## config.mk

```make
export PLATFORM = sky130hd
export DESIGN_NAME = alu_share_arbiter_flat
export DESIGN_NICKNAME = d
export VERILOG_FILES = /design/src/rtl/alu_share_arbiter_if.sv /design/src/rtl/alu_share_arbiter.sv /design/src/flat_wrapper.sv
export SDC_FILE = /design/constraint.sdc
export NUM_CORES = 1
export LEC_CHECK = 0
export CAP_MARGIN = 10
export CORE_MARGIN = 2
export CORE_UTILIZATION = 30
export DETAILED_ROUTE_END_ITERATION = 12
export GPL_ROUTABILITY_DRIVEN = 0
export PLACE_DENSITY = 0.6
export SYNTH_ARGS = -nofsm -noshare
export SYNTH_HDL_FRONTEND = slang
export SYNTH_SLANG_ARGS = --single-unit
```

## constraint.sdc

```tcl
create_clock -name clk -period 4.3 [get_ports clk]
set_input_delay 0.86 -clock clk [delete_from_list [all_inputs] [get_ports clk]]
set_output_delay 0.86 -clock clk [all_outputs]
set_load 0.05 [all_outputs]
```

## src/rtl/alu_share_arbiter_if.sv

```systemverilog
// Requester and result handshake bundle for alu_share_arbiter.
// Optional flag signals out_zero/out_carry exist only when ALU_FLAGS_EN is defined.
interface alu_share_arbiter_if #(
    parameter int W = 32
);
    logic         req0;
    logic [2:0]   op0;
    logic [W-1:0] a0;
    logic [W-1:0] b0;
    logic         cin0;
    logic         ack0;

    logic         req1;
    logic [2:0]   op1;
    logic [W-1:0] a1;
    logic [W-1:0] b1;
    logic         cin1;
    logic         ack1;

    logic         out_valid;
    logic         out_ready;
    logic [W-1:0] out_result;
    logic         out_id;
    logic         busy;
`ifdef ALU_FLAGS_EN
    logic         out_zero;
    logic         out_carry;
`endif

    // master = requesters plus writeback side, slave = the arbiter itself
    modport master (
        output req0, op0, a0, b0, cin0,
        output req1, op1, a1, b1, cin1,
        output out_ready,
        input  ack0, ack1, out_valid, out_result, out_id, busy
`ifdef ALU_FLAGS_EN
        , input out_zero, out_carry
`endif
    );

    modport slave (
        input  req0, op0, a0, b0, cin0,
        input  req1, op1, a1, b1, cin1,
        input  out_ready,
        output ack0, ack1, out_valid, out_result, out_id, busy
`ifdef ALU_FLAGS_EN
        , output out_zero, out_carry
`endif
    );
endinterface

```

## src/rtl/alu_share_arbiter.sv

```systemverilog
// Round-robin sharing of one W-bit ALU between two requesters; IDLE -> EXEC -> DONE -> IDLE.
// Define ALU_FLAGS_EN to add registered out_zero/out_carry result flags.
module alu_share_arbiter #(
    parameter int W = 32
) (
    input  logic                clk,
    input  logic                rst_n,
    alu_share_arbiter_if.slave  bus
);

    typedef enum logic [1:0] {
        IDLE = 2'd0,
        EXEC = 2'd1,
        DONE = 2'd2
    } state_t;

    state_t       state;
    logic         last_grant;
    logic [2:0]   op_q;
    logic [W-1:0] a_q;
    logic [W-1:0] b_q;
    logic         cin_q;
    logic         id_q;

    logic         ack0_q;
    logic         ack1_q;
    logic         valid_q;
    logic [W-1:0] result_q;
    logic         id_out_q;
    logic         busy_q;

    logic         any_req;
    logic         grant;
    logic [W-1:0] alu_result;

    assign any_req = bus.req0 | bus.req1;

    // A tie goes to whichever port did not win last time
    always_comb begin
        grant = bus.req1;
        if (bus.req0 && bus.req1) begin
            grant = ~last_grant;
        end
    end

    always_comb begin
        alu_result = '0;
        case (op_q)
            3'b000:  alu_result = a_q;
            3'b001:  alu_result = ~a_q;
            3'b011:  alu_result = a_q & b_q;
            3'b100:  alu_result = a_q | b_q;
            3'b101:  alu_result = a_q - b_q;
            3'b110:  alu_result = a_q + b_q + {{(W-1){1'b0}}, cin_q};
            default: alu_result = '0;
        endcase
    end

    always_ff @(posedge clk or negedge rst_n) begin
        if (!rst_n) begin
            state      <= IDLE;
            last_grant <= 1'b1;
            op_q       <= 3'b000;
            a_q        <= '0;
            b_q        <= '0;
            cin_q      <= 1'b0;
            id_q       <= 1'b0;
            ack0_q     <= 1'b0;
            ack1_q     <= 1'b0;
            valid_q    <= 1'b0;
            result_q   <= '0;
            id_out_q   <= 1'b0;
            busy_q     <= 1'b0;
        end else begin
            ack0_q <= 1'b0;
            ack1_q <= 1'b0;
            case (state)
                IDLE: begin
                    if (any_req) begin
                        id_q       <= grant;
                        last_grant <= grant;
                        op_q       <= grant ? bus.op1  : bus.op0;
                        a_q        <= grant ? bus.a1   : bus.a0;
                        b_q        <= grant ? bus.b1   : bus.b0;
                        cin_q      <= grant ? bus.cin1 : bus.cin0;
                        ack0_q     <= ~grant;
                        ack1_q     <= grant;
                        busy_q     <= 1'b1;
                        state      <= EXEC;
                    end
                end
                EXEC: begin
                    result_q <= alu_result;
                    id_out_q <= id_q;
                    valid_q  <= 1'b1;
                    state    <= DONE;
                end
                DONE: begin
                    // Result stays frozen until writeback takes it; requests wait in IDLE
                    if (bus.out_ready) begin
                        valid_q <= 1'b0;
                        busy_q  <= 1'b0;
                        state   <= IDLE;
                    end
                end
                default: begin
                    valid_q <= 1'b0;
                    busy_q  <= 1'b0;
                    state   <= IDLE;
                end
            endcase
        end
    end

    assign bus.ack0       = ack0_q;
    assign bus.ack1       = ack1_q;
    assign bus.out_valid  = valid_q;
    assign bus.out_result = result_q;
    assign bus.out_id     = id_out_q;
    assign bus.busy       = busy_q;

`ifdef ALU_FLAGS_EN
    logic [W:0] sum_ext;
    logic       alu_carry;
    logic       zero_q;
    logic       carry_q;

    // Carry is the true W+1-bit carry for add, and "no borrow" (a >= b) for subtract
    always_comb begin
        sum_ext   = {1'b0, a_q} + {1'b0, b_q} + {{W{1'b0}}, cin_q};
        alu_carry = 1'b0;
        case (op_q)
            3'b101:  alu_carry = (a_q >= b_q);
            3'b110:  alu_carry = sum_ext[W];
            default: alu_carry = 1'b0;
        endcase
    end

    always_ff @(posedge clk or negedge rst_n) begin
        if (!rst_n) begin
            zero_q  <= 1'b0;
            carry_q <= 1'b0;
        end else if (state == EXEC) begin
            zero_q  <= (alu_result == '0);
            carry_q <= alu_carry;
        end
    end

    assign bus.out_zero  = zero_q;
    assign bus.out_carry = carry_q;
`endif

endmodule

```

## src/flat_wrapper.sv

```systemverilog
// flat-port wrapper written by rule: the top's interface ports become plain ports
module alu_share_arbiter_flat 
#(
    parameter int W = 32
)
  (clk, rst_n, bus_req0, bus_op0, bus_a0, bus_b0, bus_cin0, bus_req1, bus_op1, bus_a1, bus_b1, bus_cin1, bus_out_ready, bus_ack0, bus_ack1, bus_out_valid, bus_out_result, bus_out_id, bus_busy);
  alu_share_arbiter_if #(.W(W)) bus_i ();
  input  logic clk;
  input  logic rst_n;
  input wire logic [$bits(bus_i.req0)-1:0] bus_req0;
  input wire logic [$bits(bus_i.op0)-1:0] bus_op0;
  input wire logic [$bits(bus_i.a0)-1:0] bus_a0;
  input wire logic [$bits(bus_i.b0)-1:0] bus_b0;
  input wire logic [$bits(bus_i.cin0)-1:0] bus_cin0;
  input wire logic [$bits(bus_i.req1)-1:0] bus_req1;
  input wire logic [$bits(bus_i.op1)-1:0] bus_op1;
  input wire logic [$bits(bus_i.a1)-1:0] bus_a1;
  input wire logic [$bits(bus_i.b1)-1:0] bus_b1;
  input wire logic [$bits(bus_i.cin1)-1:0] bus_cin1;
  input wire logic [$bits(bus_i.out_ready)-1:0] bus_out_ready;
  output wire logic [$bits(bus_i.ack0)-1:0] bus_ack0;
  output wire logic [$bits(bus_i.ack1)-1:0] bus_ack1;
  output wire logic [$bits(bus_i.out_valid)-1:0] bus_out_valid;
  output wire logic [$bits(bus_i.out_result)-1:0] bus_out_result;
  output wire logic [$bits(bus_i.out_id)-1:0] bus_out_id;
  output wire logic [$bits(bus_i.busy)-1:0] bus_busy;
  assign bus_i.req0 = bus_req0;
  assign bus_i.op0 = bus_op0;
  assign bus_i.a0 = bus_a0;
  assign bus_i.b0 = bus_b0;
  assign bus_i.cin0 = bus_cin0;
  assign bus_i.req1 = bus_req1;
  assign bus_i.op1 = bus_op1;
  assign bus_i.a1 = bus_a1;
  assign bus_i.b1 = bus_b1;
  assign bus_i.cin1 = bus_cin1;
  assign bus_i.out_ready = bus_out_ready;
  assign bus_ack0 = bus_i.ack0;
  assign bus_ack1 = bus_i.ack1;
  assign bus_out_valid = bus_i.out_valid;
  assign bus_out_result = bus_i.out_result;
  assign bus_out_id = bus_i.out_id;
  assign bus_busy = bus_i.busy;
  alu_share_arbiter #(.W(W)) u_core (.clk(clk), .rst_n(rst_n), .bus(bus_i));
endmodule
```

# Yosys cells after proc, flatten, opt, wreduce, memory -nomap -nowiden
# Cells that the tools add are included.
word_totals:
  inputBits: 141
  output_inout_bits: 37
  wordCells: 57
  ff_bits: 109
op_classes:
  mux: 17
  eq_ne: 9
  n_reduce_logical: 7
  addsub: 3
  n_bitwise: 8
ops:
  columns: ["cell", "n"]
  rows:
  - ["$pmux 32 s6", 1]
  - ["$mux 32", 2]
  - ["$add 32x1->32", 1]
  - ["$add 32x32->32", 1]
  - ["$and 32x32->32", 1]
  - ["$not 32->32", 1]
  - ["$or 32x32->32", 1]
  - ["$sub 32x32->32", 1]
  - ["$eq 3x3->1 const B", 3]
  - ["$mux 1", 8]
  - ["$pmux 1 s3", 2]
  - ["$pmux 2 s3", 1]
  - ["$reduce_and 2->1", 3]
  - ["$mux 2", 2]
  - ["$not 1->1", 4]
  - ["$eq 3x1->1 const B", 1]
  - ["$eq 3x2->1 const B", 1]
  - ["$logic_not 3->1", 1]
  - ["$mux 3", 1]
  - ["$reduce_and 3->1", 1]
  - ["$eq 2x1->1 const B", 1]
  - ["$eq 2x2->1 const B", 1]
  - ["$logic_not 2->1", 1]
  - ["$ne 2x1->1 const B", 1]
  - ["3 further kinds", 3]

# Depth between registers and ports, before layout
logic_depth:
  word_depth: 5
  mapped_depth: 13
  mapped_depth_nobuf: 13

# Worst setup path after synthesis
# Ideal clock, no wire load.
synth_timing:
  path_type: "register -> register"
  startpoint: "reg u_core.b_q[0]"
  endpoint: "reg u_core.result_q[30], in the netlist u_core.bus.out_result[30]"
  path_slack_ns: 1.271
  path_buffers: 0
  stages_incl_launch_ff: 14
  arrival_ns: 2.897
  period_less_slack_ns: 3.029
  path_cell_list: "dfrtp_1 -> inv_1 -> fa_1 -> fa_1 -> nor2b_1 -> o21ai_1 -> o221ai_1 -> a31o_2 -> a311oi_2 -> o21ai_2 -> a31oi_2 -> xnor2_1 -> a221oi_1 -> o21ai_1"
synth_between:
  elab_chain_len: 3
  word_cells_on_any_way: 4
  classes_between: "3 x add/sub; 1 x mux"
synth_rtl:
  columns: ["item", "line", "rtl"]
  rows:
  - ["start, declared", "alu_share_arbiter.sv:21", "logic [W-1:0] b_q;"]
  - ["start signal, assigned", "alu_share_arbiter.sv:84", "b_q <= grant ? bus.b1 : bus.b0;"]
  - ["$add 32x32->32", "alu_share_arbiter.sv:54", "3'b110: alu_result = a_q + b_q + {{(W-1){1'b0}}, cin_q};"]
  - ["$add 32x1->32", "alu_share_arbiter.sv:54", null]
  - ["$pmux 32 s6 *", "alu_share_arbiter.sv:48", "case (op_q)"]
  - ["end signal, assigned", "alu_share_arbiter.sv:93", "result_q <= alu_result;"]
  - ["end, declared", "alu_share_arbiter.sv:28", "logic [W-1:0] result_q;"]
# Mark *: on every way between the ends. The rest lies on a longest branch, timed or not.
# A chain may end at the register's enable or synchronous reset.

# Final worst setup path
# Same ends and word-level chain as after synthesis.

==> reports/summary.md <==
## Worst setup path
• 4530 ps — Worst EP required
• 3790 ps — CP Data Arrival Time
• inv_1, fa_1, fa_1, nor2b_1, o21ai_1, o221ai_1, a31o_2, a311oi_2, o21ai_2, a31oi_2, xnor2_1, a221oi_1, o21ai_1 — crit path cell chain
• sky130_fd_sc_hd__fa_1 — Critical-path top delay cell
• 450 ps — Largest stage delay, worst path
• flop — kind of end point of the critical path
• 6 — Worst Path Max Fanout
• reg2reg — crit path kind
• flop — CP Launch Type

## Clock network
• yes — CTS tree
• 0 — hold-fix buffer count after cts
• 3 — maximum level of the CTS H-tree
• 2 — Longest Clk Path Bufs
• sky130_fd_sc_hd__clkbuf_16 — library cell used as clock root buffer
• 80 ps — clock transition at the registers of the reported paths
• 0 — Setup Fix Bufs, Post-CTS
• 109 — count of clock tree sinks
• 9 — total CTS buffers
• 370 ps — Clk Latency, worst-skew pair
• 0 — post-cts sizing count

## Drt
• 0 — antenna violation net count after detailed routing
• 5.57 — vias per std cell
• 623 — violation count after the first detailed-routing iteration
• 9333 — detailed-route via count
• 31900 um — detailed-route wire length
• 19.0 um — Avg WL per Cell
• 0 — count of unresolved DRC violations after routing
• 5 — first-pass detailed-route iteration total

## Layout
• sky130_fd_sc_hd__clkdlybuf4s50_1 — leading cell type in the layout, fill and taps excluded
• 26.1% — layout-stage area growth over the synthesis result
• 176 x sky130_fd_sc_hd__clkdlybuf4s50_1, 122 x sky130_fd_sc_hd__o21ai_0, 108 x sky130_fd_sc_hd__dfrtp_1 — top library cells by usage in the layout, fill and taps aside
• 5.62% — share of final-layout standard cells stronger than drive strength 1
• 11900 um2 — final non-filler cell area
• 0 — number of antenna diodes
• 1515 — final net count

## GRT
• 50800 um — global-route wire length before repair
• 0 — total overflow reported by the global router
• 19.2% — global-route usage over all layers
• 0 — antenna violations before repair
• 54 — pin count of the biggest net entering global routing
• 9156 — vias in the first global route

## Run
• 0 — Max Cap Violations

## Die
• 181 um — y dimension of the die
• 178 — Top-Level Pins
• 30.6% — initial core utilization
• 181 um — Die Width
• 64 — Placement Rows
• 30700 um2 — area of the core region
• 32800 um2 — die area

## Run status
• completed — run status

## STA
• 1070 ps — transition time at the pin with the least slew margin
• no — unrepaired setup endpoints after global routing
• 0 — final hold violation count
• 281 MHz — Fmax achieved
• 0 — total count of max-transition violations in the final report
• 10.4 ps — Clock Skew
• 0 — Final setup violation count
• 0 ps — final-layout setup total negative slack
• 3560 ps — minimum clock period after layout
• 28.8% — Slew Limit Headroom
• 82.9% — final period utilization

## Power
• 5.03 nW — LEAKAGE
• 368 uV — VDD IR-drop max
• 941 nW/um2 — Power per Cell Area

## Synth
• 0 — number of enable-type register cells in the synthesized netlist
• 0 — yosys synthesis warning count
• sky130_fd_sc_hd__dfrtp_1 — top flip-flop cell by instance count after synthesis
• 1149 — count of mapped cells out of synthesis
• 100% — fraction of registers with async set/reset
• 1388 — Post-Syn Nets
• 109 — number of register bits inferred by synthesis
• 76 — number of different library cells in the post-synthesis netlist
• 29.0% — sequential cell area fraction in the yosys report
• 9420 um2 — Synth Cell Area
• 8.20 um2 — Syn Area/Cell

## Place
• 23600 um — DP HPWL
• 177 — number of I/O port buffers
• 11600 um2 — placed cell area

## Worst hold path
• reg2reg — Worst Hold Class

==> sequential cells by signal, summed over array words and instances, names as in the netlist <==
register,flops
u_core.bus.ack0,1
u_core.bus.ack1,1
u_core.op_q,3
u_core.bus.busy,1
u_core.last_grant,1
u_core.a_q,32
u_core.state,2
u_core.bus.out_result,32
u_core.cin_q,1
u_core.bus.out_id,1
u_core.bus.out_valid,1
u_core.id_q,1
u_core.b_q,32
==> through the flow <==
stage / hold WS, ps / total power [mW] / util [%] / std cells / setup WS, ps
after CTS: 483 / 11.1 / 38.7 / 1677 / 792
after floorplan: 446 / 7.80 / - / 1149 / 1270
after detailed placement: 466 / 10.1 / 37.6 / 1661 / 811
final: 479 / 11.2 / 38.7 / 1677 / 736
after global placement: 458 / 10.0 / 37.6 / 1661 / 957
after global routing: 509 / 12.1 / 38.7 / 1677 / 567
==> Yosys cell counts, types with 6 or more instances <==
library cell	instances	area, um2
sky130_fd_sc_hd__nor3_1	14	70.1
sky130_fd_sc_hd__xor2_1	9	78.8
sky130_fd_sc_hd__a21o_1	16	120
sky130_fd_sc_hd__nor2_1	54	203
sky130_fd_sc_hd__nand3_1	9	45.0
sky130_fd_sc_hd__buf_1	7	26.3
sky130_fd_sc_hd__o21ai_0	123	616
sky130_fd_sc_hd__o22ai_1	21	131
sky130_fd_sc_hd__a31oi_1	9	56.3
sky130_fd_sc_hd__nand2b_1	8	50.1
sky130_fd_sc_hd__a211oi_1	6	45.0
sky130_fd_sc_hd__nor2b_1	6	37.5
sky130_fd_sc_hd__o21bai_1	16	120
sky130_fd_sc_hd__nor4_1	10	62.6
sky130_fd_sc_hd__dfrtp_1	108	2700
sky130_fd_sc_hd__o21ai_1	21	105
sky130_fd_sc_hd__ha_1	95	1190
sky130_fd_sc_hd__a21oi_1	81	405
sky130_fd_sc_hd__o221ai_1	30	263
sky130_fd_sc_hd__a22o_1	8	70.1
sky130_fd_sc_hd__inv_2	6	22.5
sky130_fd_sc_hd__o211ai_1	9	67.6
sky130_fd_sc_hd__inv_1	96	360
sky130_fd_sc_hd__clkbuf_1	68	255
sky130_fd_sc_hd__a22oi_1	80	601
sky130_fd_sc_hd__nand2_1	102	383
sky130_fd_sc_hd__a221o_1	19	190
sky130_fd_sc_hd__mux2i_1	27	270
sky130_fd_sc_hd__o31ai_1	6	45.0
==> per-layer routing <==
| metal | share of wire (%) | global-route usage, % | wire length [um] |
|---|---|---|---|
| met3 | 5.9 | 3.14 | 1880 |
| met2 | 45 | 31.2 | 14500 |
| met1 | 47 | 26.9 | 15100 |
| met5 | 0 | 0 | 0 |
| met4 | 1.2 | 3.84 | 392 |
==> where the power goes <==
group	total, mW	internal (mW)	switching, mW	leakage (nW)
Combinational	8.27	2.97	5.30	3.52
Sequential	1.96	1.51	0.450	1.35
Clock	0.944	0.530	0.414	0.160
==> critical path: cells and delay by family (launching register included) <==
kind            cells  cell delay [ps]
compound gates      8             1760
fa+ha+maj           2              880
xor+xnor            1              160
simple gates        1              130
buf+inv             1              100
flops               1              380
==> cell type report <==
cell class	count	area [um2]
clock buffer	11	243
clock inverter	5	82.6
sequential	109	2730
inverter	103	387
tap	396	495
fill	3197	18900
multi-input combinational	857	6030
timing repair buffer	196	1920
==> path summary, 6_finish.rpt <==
check | from | to | slack, ps | cells after the start
min in group asynchronous | rst_n | u_core.bus.ack1 | 490 | 1
worst min register to register | u_core.id_q | u_core.id_q | 480 | 1
max in group asynchronous | rst_n | u_core.b_q[15] | 2850 | 2
worst min-delay path | u_core.id_q | u_core.id_q | 480 | 1
worst max register to register | u_core.b_q[0] | u_core.bus.out_result[30] | 740 | 13
worst max-delay path | u_core.b_q[0] | u_core.bus.out_result[30] | 740 | 13
==> logic make-up (layout without fill, tap and decap cells) <==
logic type | Yosys count | after routing | synth area share (%)
AO/OA/AOI/OAI | 499 | 499 | 35.9
XOR/XNOR | 11 | 11 | 1.02
adder cells (fa/ha/maj) | 98 | 98 | 13.3
buffers and inverters | 183 | 315 | 7.42
flip-flops | 109 | 109 | 29.0
multiplexers | 29 | 29 | 3.11
AND/OR/NAND/NOR | 220 | 220 | 10.4
(Power assumes the default switching activity.)
